File: src/rtl/cache_def.sv
// -----------------------------------------------------------------------------
// cache_def
// Shared L1 data-cache definitions. This extension adds what the memory-side
// line adapter needs: its state encoding and the line geometry constants.
//   LINE_WORDS        : 32-bit words per cache line
//   LINE_OFFSET_BITS  : byte-offset bits inside a line
//   cache_data_type   : one full 128-bit cache line
//   line_adapter_state_type : adapter FSM states
// -----------------------------------------------------------------------------
package cache_def;

  localparam int LINE_WORDS       = 4;
  localparam int LINE_OFFSET_BITS = 4;

  typedef logic [127:0] cache_data_type;

  typedef enum logic [2:0] {
    IDLE,
    RD_REQ,
    RD_WAIT,
    WR_REQ,
    RESP
  } line_adapter_state_type;

endpackage

File: src/rtl/line_word_buffer.sv
// -----------------------------------------------------------------------------
// line_word_buffer
// Small register file holding one cache line as WORDS words. Serves as the
// source of writeback words and as the assembly area for fill words.
// Ports:
//   clk          : clock
//   load_i       : load the whole line from load_line_i (wins over wr_en_i)
//   load_line_i  : full line to load
//   wr_en_i      : write one word
//   wr_idx_i     : index of the word written
//   wr_data_i    : word written
//   rd_idx_i     : index of the word read
//   rd_data_o    : word at rd_idx_i (combinational read)
//   line_o       : all words in parallel, word i at [WORD_WIDTH*i +: WORD_WIDTH]
// -----------------------------------------------------------------------------
module line_word_buffer
  import cache_def::*;
#(
  parameter int WORD_WIDTH = 32,
  parameter int WORDS      = LINE_WORDS,
  localparam int IDX_W     = $clog2(WORDS)
) (
  input  logic                        clk,
  input  logic                        load_i,
  input  logic [WORD_WIDTH*WORDS-1:0] load_line_i,
  input  logic                        wr_en_i,
  input  logic [IDX_W-1:0]            wr_idx_i,
  input  logic [WORD_WIDTH-1:0]       wr_data_i,
  input  logic [IDX_W-1:0]            rd_idx_i,
  output logic [WORD_WIDTH-1:0]       rd_data_o,
  output logic [WORD_WIDTH*WORDS-1:0] line_o
);

  logic [WORD_WIDTH-1:0] words_q [WORDS];

  // Pure data storage: no reset, contents are always written before use.
  always_ff @(posedge clk) begin
    for (int i = 0; i < WORDS; i++) begin
      if (load_i) begin
        words_q[i] <= load_line_i[i*WORD_WIDTH +: WORD_WIDTH];
      end else if (wr_en_i && (wr_idx_i == IDX_W'(i))) begin
        words_q[i] <= wr_data_i;
      end
    end
  end

  assign rd_data_o = words_q[rd_idx_i];

  always_comb begin
    line_o = '0;
    for (int i = 0; i < WORDS; i++) begin
      line_o[i*WORD_WIDTH +: WORD_WIDTH] = words_q[i];
    end
  end

endmodule

File: src/rtl/dcache_line_adapter.sv
// -----------------------------------------------------------------------------
// dcache_line_adapter
// Memory-side stage below the L1 data cache controller. Takes one line request
// (fill or writeback), serializes it into WORDS_PER_LINE word transactions on
// the RAM word port and, for fills, returns the reassembled line as a
// one-cycle response. Writebacks also end with a one-cycle completion pulse.
//
// Optional feature (macro DCACHE_CRITICAL_WORD_FIRST_EN): fills start at the
// word addressed by req_addr[3:2] and wrap; the first returned word is also
// presented on crit_data with a one-cycle crit_valid pulse.
//
// Ports:
//   clk, RESET     : clock, asynchronous active-high reset
//   req_valid/req_ready, req_rw (1 = writeback), req_addr, req_wdata
//                  : line request from the cache
//   resp_valid, resp_data : completion pulse and assembled fill line
//   ram_valid/ram_ready, ram_we, ram_addr, ram_wdata : RAM word request
//   ram_rvalid, ram_rdata : RAM read return
//   crit_valid, crit_data : critical word (only with the macro defined)
// -----------------------------------------------------------------------------
module dcache_line_adapter #(
  parameter int WORD_WIDTH     = 32,
  parameter int WORDS_PER_LINE = 4,
  parameter int ADDR_WIDTH     = 32
) (
  input  logic                                 clk,
  input  logic                                 RESET,
  input  logic                                 req_valid,
  input  logic                                 req_rw,
  input  logic [ADDR_WIDTH-1:0]                req_addr,
  input  logic [WORD_WIDTH*WORDS_PER_LINE-1:0] req_wdata,
  output logic                                 req_ready,
  output logic                                 resp_valid,
  output logic [WORD_WIDTH*WORDS_PER_LINE-1:0] resp_data,
  output logic                                 ram_valid,
  output logic                                 ram_we,
  output logic [ADDR_WIDTH-1:0]                ram_addr,
  output logic [WORD_WIDTH-1:0]                ram_wdata,
  input  logic                                 ram_ready,
  input  logic                                 ram_rvalid,
  input  logic [WORD_WIDTH-1:0]                ram_rdata
`ifdef DCACHE_CRITICAL_WORD_FIRST_EN
  ,
  output logic                                 crit_valid,
  output logic [WORD_WIDTH-1:0]                crit_data
`endif
);

  import cache_def::*;

  localparam int IDX_W  = $clog2(WORDS_PER_LINE);
  localparam int BEAT_W = $clog2(WORDS_PER_LINE + 1);

  line_adapter_state_type state_q, state_d;

  logic [IDX_W-1:0]      cnt_q, cnt_d;
  logic [IDX_W-1:0]      cnt_inc;
  logic [BEAT_W-1:0]     beat_q, beat_d;
  logic [ADDR_WIDTH-1:0] base_q, base_d;
  logic                  last_beat;

  logic                  req_ready_q, req_ready_d;
  logic                  resp_valid_q, resp_valid_d;
  cache_data_type        resp_data_q, resp_data_d;
  logic                  ram_valid_q, ram_valid_d;
  logic                  ram_we_q, ram_we_d;
  logic [ADDR_WIDTH-1:0] ram_addr_q, ram_addr_d;
  logic [WORD_WIDTH-1:0] ram_wdata_q, ram_wdata_d;

  logic [IDX_W-1:0]      start_idx;

  logic                  buf_load;
  logic                  buf_wr_en;
  logic [WORD_WIDTH-1:0] buf_rd_data;
  cache_data_type        buf_line;
  cache_data_type        fill_line;

`ifdef DCACHE_CRITICAL_WORD_FIRST_EN
  logic                  crit_valid_q, crit_valid_d;
  logic [WORD_WIDTH-1:0] crit_data_q, crit_data_d;
`endif

  // Low address bits only select the starting word (with the macro) and are
  // otherwise meaningless for a line-aligned transfer.
  logic unused_addr_bits;
  assign unused_addr_bits = ^req_addr[LINE_OFFSET_BITS-1:0];

  function automatic logic [ADDR_WIDTH-1:0] word_addr(
    input logic [ADDR_WIDTH-1:0] base,
    input logic [IDX_W-1:0]      idx
  );
    logic [ADDR_WIDTH-1:0] off;
    off            = '0;
    off[IDX_W+1:2] = idx;
    return base | off;
  endfunction

`ifdef DCACHE_CRITICAL_WORD_FIRST_EN
  assign start_idx = IDX_W'(req_addr[LINE_OFFSET_BITS-1:2]);
`else
  assign start_idx = '0;
`endif

  assign cnt_inc   = cnt_q + 1'b1;
  assign last_beat = (beat_q == BEAT_W'(WORDS_PER_LINE - 1));

  line_word_buffer #(
    .WORD_WIDTH (WORD_WIDTH),
    .WORDS      (WORDS_PER_LINE)
  ) u_buf (
    .clk         (clk),
    .load_i      (buf_load),
    .load_line_i (req_wdata),
    .wr_en_i     (buf_wr_en),
    .wr_idx_i    (cnt_q),
    .wr_data_i   (ram_rdata),
    .rd_idx_i    (cnt_inc),
    .rd_data_o   (buf_rd_data),
    .line_o      (buf_line)
  );

  // The final fill word is written into the buffer on the same edge that
  // registers the response, so merge it in directly.
  always_comb begin
    fill_line = buf_line;
    fill_line[cnt_q*WORD_WIDTH +: WORD_WIDTH] = ram_rdata;
  end

  always_comb begin
    state_d      = state_q;
    cnt_d        = cnt_q;
    beat_d       = beat_q;
    base_d       = base_q;
    req_ready_d  = req_ready_q;
    resp_valid_d = 1'b0;
    resp_data_d  = resp_data_q;
    ram_valid_d  = ram_valid_q;
    ram_we_d     = ram_we_q;
    ram_addr_d   = ram_addr_q;
    ram_wdata_d  = ram_wdata_q;
    buf_load     = 1'b0;
    buf_wr_en    = 1'b0;
`ifdef DCACHE_CRITICAL_WORD_FIRST_EN
    crit_valid_d = 1'b0;
    crit_data_d  = crit_data_q;
`endif

    case (state_q)
      IDLE: begin
        if (req_valid && req_ready_q) begin
          base_d      = {req_addr[ADDR_WIDTH-1:LINE_OFFSET_BITS], {LINE_OFFSET_BITS{1'b0}}};
          beat_d      = '0;
          req_ready_d = 1'b0;
          ram_valid_d = 1'b1;
          if (req_rw) begin
            // Writebacks always start at word 0, whatever the address offset.
            state_d     = WR_REQ;
            cnt_d       = '0;
            ram_we_d    = 1'b1;
            ram_addr_d  = word_addr(base_d, '0);
            ram_wdata_d = req_wdata[WORD_WIDTH-1:0];
            buf_load    = 1'b1;
          end else begin
            state_d    = RD_REQ;
            cnt_d      = start_idx;
            ram_we_d   = 1'b0;
            ram_addr_d = word_addr(base_d, start_idx);
          end
        end
      end

      RD_REQ: begin
        if (ram_ready) begin
          state_d     = RD_WAIT;
          ram_valid_d = 1'b0;
        end
      end

      RD_WAIT: begin
        if (ram_rvalid) begin
          buf_wr_en = 1'b1;
          beat_d    = beat_q + 1'b1;
`ifdef DCACHE_CRITICAL_WORD_FIRST_EN
          if (beat_q == '0) begin
            crit_valid_d = 1'b1;
            crit_data_d  = ram_rdata;
          end
`endif
          if (last_beat) begin
            state_d      = RESP;
            resp_valid_d = 1'b1;
            resp_data_d  = fill_line;
          end else begin
            // cnt is allowed to wrap here: with a non-zero start word the
            // sequence runs e.g. 2, 3, 0, 1.
            state_d     = RD_REQ;
            cnt_d       = cnt_inc;
            ram_valid_d = 1'b1;
            ram_addr_d  = word_addr(base_q, cnt_inc);
          end
        end
      end

      WR_REQ: begin
        if (ram_ready) begin
          beat_d = beat_q + 1'b1;
          if (last_beat) begin
            state_d      = RESP;
            resp_valid_d = 1'b1;
            ram_valid_d  = 1'b0;
            ram_we_d     = 1'b0;
          end else begin
            cnt_d       = cnt_inc;
            ram_addr_d  = word_addr(base_q, cnt_inc);
            ram_wdata_d = buf_rd_data;
          end
        end
      end

      RESP: begin
        state_d     = IDLE;
        req_ready_d = 1'b1;
      end

      default: begin
        state_d     = IDLE;
        req_ready_d = 1'b1;
        ram_valid_d = 1'b0;
        ram_we_d    = 1'b0;
      end
    endcase
  end

  always_ff @(posedge clk or posedge RESET) begin
    if (RESET) begin
      state_q      <= IDLE;
      cnt_q        <= '0;
      beat_q       <= '0;
      req_ready_q  <= 1'b1;
      resp_valid_q <= 1'b0;
      resp_data_q  <= '0;
      ram_valid_q  <= 1'b0;
      ram_we_q     <= 1'b0;
      ram_addr_q   <= '0;
      ram_wdata_q  <= '0;
`ifdef DCACHE_CRITICAL_WORD_FIRST_EN
      crit_valid_q <= 1'b0;
`endif
    end else begin
      state_q      <= state_d;
      cnt_q        <= cnt_d;
      beat_q       <= beat_d;
      req_ready_q  <= req_ready_d;
      resp_valid_q <= resp_valid_d;
      resp_data_q  <= resp_data_d;
      ram_valid_q  <= ram_valid_d;
      ram_we_q     <= ram_we_d;
      ram_addr_q   <= ram_addr_d;
      ram_wdata_q  <= ram_wdata_d;
`ifdef DCACHE_CRITICAL_WORD_FIRST_EN
      crit_valid_q <= crit_valid_d;
`endif
    end
  end

  // Line base (and the critical word) are only meaningful while qualified by
  // control state, so they carry no reset.
  always_ff @(posedge clk) begin
    base_q <= base_d;
`ifdef DCACHE_CRITICAL_WORD_FIRST_EN
    crit_data_q <= crit_data_d;
`endif
  end

  assign req_ready  = req_ready_q;
  assign resp_valid = resp_valid_q;
  assign resp_data  = resp_data_q;
  assign ram_valid  = ram_valid_q;
  assign ram_we     = ram_we_q;
  assign ram_addr   = ram_addr_q;
  assign ram_wdata  = ram_wdata_q;
`ifdef DCACHE_CRITICAL_WORD_FIRST_EN
  assign crit_valid = crit_valid_q;
  assign crit_data  = crit_data_q;
`endif

endmodule

File: config.mk
export PLATFORM = sky130hd
export DESIGN_NAME = dcache_line_adapter
export DESIGN_NICKNAME = d
export VERILOG_FILES = /design/src/rtl/cache_def.sv /design/src/rtl/line_word_buffer.sv /design/src/rtl/dcache_line_adapter.sv
export SDC_FILE = /design/constraint.sdc
export NUM_CORES = 1
export LEC_CHECK = 0
export CORE_UTILIZATION = 50
export DETAILED_ROUTE_END_ITERATION = 7
export GPL_ROUTABILITY_DRIVEN = 1
export PLACE_DENSITY_LB_ADDON = 0.25
export SETUP_SLACK_MARGIN = 0.1
export SYNTH_ARGS = -nofsm -noshare
export SYNTH_HDL_FRONTEND = slang
export SYNTH_SLANG_ARGS = --single-unit
File: constraint.sdc
create_clock -name clk -period 8.6 [get_ports clk]
set_input_delay 2.58 -clock clk [delete_from_list [all_inputs] [get_ports clk]]
set_output_delay 2.58 -clock clk [all_outputs]
set_load 0.05 [all_outputs]
# Word level (Yosys, flattened, before mapping)
# Memories as Yosys holds them, arrays and structs flattened.
# Cells that the tools add are included.
word_totals:
  inputBits: 198
  mem_bits_rw: 128
  memories: 1
  output_inout_bits: 196
  elab_cells: 126
  register_bits: 232
classes:
  shift: 2
  n_reduce_logical: 19
  muxes: 66
  eq_ne: 16
  n_bitwise: 8
  addsub: 3
memory_table:
  columns: ["name", "depth", "word_bits", "read_ports", "rd_ports_with_merged_regs", "wr", "line", "rtl"]
  rows:
  - ["u_buf.words_q", 4, 32, 5, 0, 4, "line_word_buffer.sv:34", "logic [WORD_WIDTH-1:0] words_q [WORDS];"]
ops:
  columns: ["operator", "count"]
  rows:
  - ["32-bit 2-to-1 mux", 12]
  - ["128-bit bitwise mux", 1]
  - ["32-bit by 34-bit variable shift with 128-bit output, first input constant", 1]
  - ["32-bit by 34-bit variable part select with 128-bit output", 1]
  - ["32-bit case mux with 3 select lines", 1]
  - ["32-bit case mux with 2 select lines", 1]
  - ["7-bit negation with 34-bit output", 1]
  - ["32-bit by 4-bit OR with 32-bit output", 1]
  - ["1-bit 2-to-1 mux", 30]
  - ["3-bit 2-to-1 mux", 9]
  - ["2-bit != test, second input constant", 8]
  - ["3-bit case mux with 4 select lines", 1]
  - ["2-bit 2-to-1 mux", 5]
  - ["5-bit AND reduction", 2]
  - ["3-bit by 2-bit equality test with 1-bit output, second input constant", 3]
  - ["3-bit case mux with 3 select lines", 1]
  - ["4-bit AND reduction", 2]
  - ["7-bit AND reduction", 1]
  - ["2-bit case mux with 3 select lines", 1]
  - ["3-bit OR reduction", 2]
  - ["1-bit logical AND", 5]
  - ["1-bit case mux with 5 select lines", 1]
  - ["2-bit equality test, second input constant", 2]
  - ["1-bit OR", 4]
  - ["14 further kinds", 18]

# Logic depth before layout (Yosys ltp)
logic_depth:
  word_depth: 7
  depth_mapped: 12
  ltp_nobuf: 6

# Cells and area by module
# Synthesis repeated with hierarchy kept, for this count alone.
unflattened:
  cells_unflattened: 1428
  hier_area_um2: 16968.8
modules_own_cells:
  columns: ["module", "area_each_um2", "cells_per_inst", "instances", "seq_area_each_um2"]
  rows:
  - ["dcache_line_adapter", 10687.8, 1107, 1, 5846.9]
  - ["line_word_buffer", 6281.0, 321, 1, 3843.7]

# Worst setup path before layout
# OpenSTA, ideal clock, no wires.
synth_path:
  path_kind: "input to register"
  from: "input req_valid"
  to: "memory u_buf.words_q[0][0] (enable)"
  arrival_ps: 4624
  stages: 5
  path_buffers: 1
  t_required_ps: 8211
  slack_ps: 3587
  setup_time_ps: 389
  path_cell_list: "nand2_1 > and2b_1 > nand2_2 > buf_2 > nand2_1"
synth_rtl:
  columns: ["element", "line", "rtl"]
  rows:
  - ["from (decl)", "dcache_line_adapter.sv:28", "input logic req_valid,"]
  - ["to (decl)", "line_word_buffer.sv:34", null]

==> flow_metrics.tcl <==
set metrics [dict create \
    whs_path_depth 2 \
    seq_area_frac_synth_pct 58.3 \
    fillers 2402 \
    p_leak_nw 8.27 \
    fin_crit_sh_pct 63.7 \
    fin_skew_ns 0.0107 \
    path_class "primary input to flip-flop" \
    grt_max_degree 119 \
    drc 0 \
    htree_levels 2 \
    dp_hpwl_um 31800 \
    clk_path_buf_depth 3 \
    drt_iter0_markers 1064 \
    path_clk_slew_ns 0.06 \
    wl_per_cell_um 24.3 \
    clkPwrFrac_pct 19.3 \
    io_pins 394 \
    postSynthAreaPerCell_sq_um 12.3 \
    rrSetupSlack_ns 3.68 \
    area_delta_synth_final_pct 31.8 \
    tritoncts "yes" \
    endpoint "u_buf.words_q[3][17]$_DFFE_PP_" \
    cp-start-kind "primary input" \
    reg2reg_to "u_buf.words_q[3][17]$_DFFE_PP_" \
    layout.cells.most_common "clkdlybuf4s50_1" \
    cts_sinks 356 \
    tns_ns 0 \
    routabilityCongestion 0.859 \
    netlist_area_sq_um 16600 \
    seqPwrFrac_pct 32.0 \
    max_freq_mhz 183 \
    rsz0062_at_grt "no" \
    p_total_w 0.00817 \
    ff2ff_path_depth 4 \
    synth_cell_type_count 43 \
    min_period_ns 5.48 \
    first_pass_iters 5 \
    hold_ws_ns 0.478 \
    ys_seq_elements 356 \
    crit_start "ram_rvalid" \
    setup_violations 0 \
    synthCells 1349 \
    hold_viol 0 \
    grt_overflow_total 0 \
    post-synth-top-area-cell "dfrtp_1" \
    final_cell_mix "clkdlybuf4s50_1 (387), dfrtp_1 (198), edfxtp_1 (156)" \
    final_max_slew_viol_count 0 \
    hold_buffers 0 \
    crit_slowest_cell "nand2_2" \
    p_switching_w 0.00358 \
    io_buffers 387 \
    max_stage_delay_ns 1.22 \
    postCtsSetupRepairBufs 0 \
    cp_top_family "simple AND/OR/NAND/NOR gates" \
    worst-path-stages 4 \
    core_region_area_sq_um 32600 \
    fin_ws_ns 3.12 \
    worstPathRequired_ns 8.73 \
    worstPathArrival_ns 5.60 \
    multi_input_area_sq_um 6440 \
    cp-end-kind "flip-flop" \
    final_antenna_net_count 0 \
    nets 1892 \
    min_path_type "flip-flop to flip-flop" \
    start_util_pct 50.9 \
    ctsResizeCount 0 \
    tightestPinTransition_ns 1.25 \
    regArea_sq_um 9690 \
    path_cells "clkdlybuf4s50_1 -> and4bb_1 -> nand2_2 -> nand2_2" \
    crit_buf_inv 1 \
    peakVddDrop_v 0.000347 \
    crit_fanout 33 \
    cp_common_cell "nand2_2" \
    yosys.area.top_type_share_pct 30.0 \
    r2r-start "cnt_q[0]$_DFFE_PP0P_" \
    die_h_um 184 \
    grt_usage_pct 30.9 \
    yosysWarnings 0 \
    numCtsBuffers 38 \
    via_per_inst 5.89 \
    netlist_top_cells_area "dfrtp_1 (30%), edfxtp_1 (28%), mux2_2 (8.7%), a21oi_1 (4.7%), mux4_2 (4.3%)" \
    swShare_pct 43.8 \
    drv_cap 0 \
    power_density_nw_per_um2 373 \
    antenna_found_initial 3 \
    grt_pass1_wl_um 77700 \
    cts_root_buf "clkbuf_16" \
    postPlaceCellArea_sq_um 20700 \
    vias 12700 \
    drive_above_1_share_pct 16.3 \
    final_cell_area_sq_um 21900 \
    comb_power_share_pct 48.7 \
    internal_power_w 0.00459 \
    slew_headroom_pct 16.1 \
    outcome "finished, final reports clean" \
    drt-total-wl_um 52500 \
    die_area_sq_um 34000 \
    grt_pass1_vias 13000 \
    row_count 66 \
    insertion_delay_ns 0.52 \
    hp-start "resp_data[71]$_DFFE_PP0P_" \
    dp_slack_ns 2.58 \
    die_w_um 184 \
]
==> through the flow <==
stage,instances,utilization [%]
2_1_floorplan,1350,-
3_5_place_dp,2086,63.4
3_3_place_gp,2086,63.4
6_report,2159,67.1
4_1_cts,2156,67.1
5_1_grt,2159,67.1
==> layout make-up <==
cell class | instances | share of cell area, %
Sequential cell | 356 | 44.3
Multi-Input combinational cell | 881 | 29.4
Timing Repair Buffer | 400 | 18.1
Clock buffer | 52 | 4.97
Tap cell | 442 | 2.53
Clock inverter | 18 | 0.469
Inverter | 7 | 0.154
Antenna cell | 3 | 0.0343
==> synth_stat cells, drive strengths merged <==
master,count
and4bb,2
a31o,1
mux2i,31
nor2,7
o22ai,1
mux2,128
o41ai,1
nand2,150
nand3b,1
a22o,2
a21o,4
dfstp,1
and2,3
a32oi,24
nor3b,1
and3b,1
nor2b,100
ha,10
clkbuf,45
buf,61
o211ai,1
o21ai,134
o221a,32
nor3,7
and3,2
mux4,32
and2b,1
nand2b,37
a31oi,1
a22oi,8
conb,1
inv,7
dfrtp,199
nand3,2
a21oi,155
edfxtp,156
==> sequential cells by signal, indices dropped and copies added, names as in the netlist <==
| register | flops |
|---|---|
| cnt_q | 1 |
| u_buf.words_q | 128 |
| ram_wdata | 32 |
| beat_q | 3 |
| state_q | 3 |
| ram_valid | 1 |
| ram_addr | 29 |
| resp_data | 128 |
| ram_we | 1 |
| req_ready | 1 |
| resp_valid | 1 |
| base_q | 28 |
==> worst min-delay path by stage <==
stage	to
2_1_floorplan	beat_q[0]$_DFFE_PP0P_
3_3_place_gp	resp_data[45]$_DFFE_PP0P_
3_5_place_dp	resp_data[76]$_DFFE_PP0P_
4_1_cts	resp_data[76]$_DFFE_PP0P_
5_1_grt	resp_data[118]$_DFFE_PP0P_
6_report	resp_data[71]$_DFFE_PP0P_
==> worst reg2reg max path: cells and delay by family, from the launching register on <==
kind | cells | cell delay (ns)
buffers and inverters | 1 | 0.73
adder cells (fa/ha/maj) | 1 | 1.13
AND/OR/NAND/NOR | 2 | 2.24
flip-flops | 1 | 0.42
==> kinds of logic after synthesis <==
kind of cell / share of synthesized area, %
flip-flops: 58.3
multiplexers: 14.9
buffers and inverters: 3.40
AO/OA/AOI/OAI: 13.0
other: 0.0226
adder cells (fa/ha/maj): 0.753
AND/OR/NAND/NOR: 9.58
==> layer usage <==
layer  vias up  wire (um)  global-route usage [%]
met1      6304      20900                    40.1
met3       130       4510                    6.97
met4         0       1820                    12.0
li1       5641          -                       -
met2       633      25300                    50.4
met5         -          0                       0
==> power by group through the flow <==
stage	Combinational, W	Sequential [W]	Clock [W]
6_report	0.00398	0.00261	0.00158
5_1_grt	0.00417	0.00266	0.00167
4_1_cts	0.00399	0.00261	0.00159
3_5_place_dp	0.00397	0.00263	0
3_3_place_gp	0.00392	0.00262	0
2_1_floorplan	0.00126	0.00390	0
(Power assumes the default switching activity.)
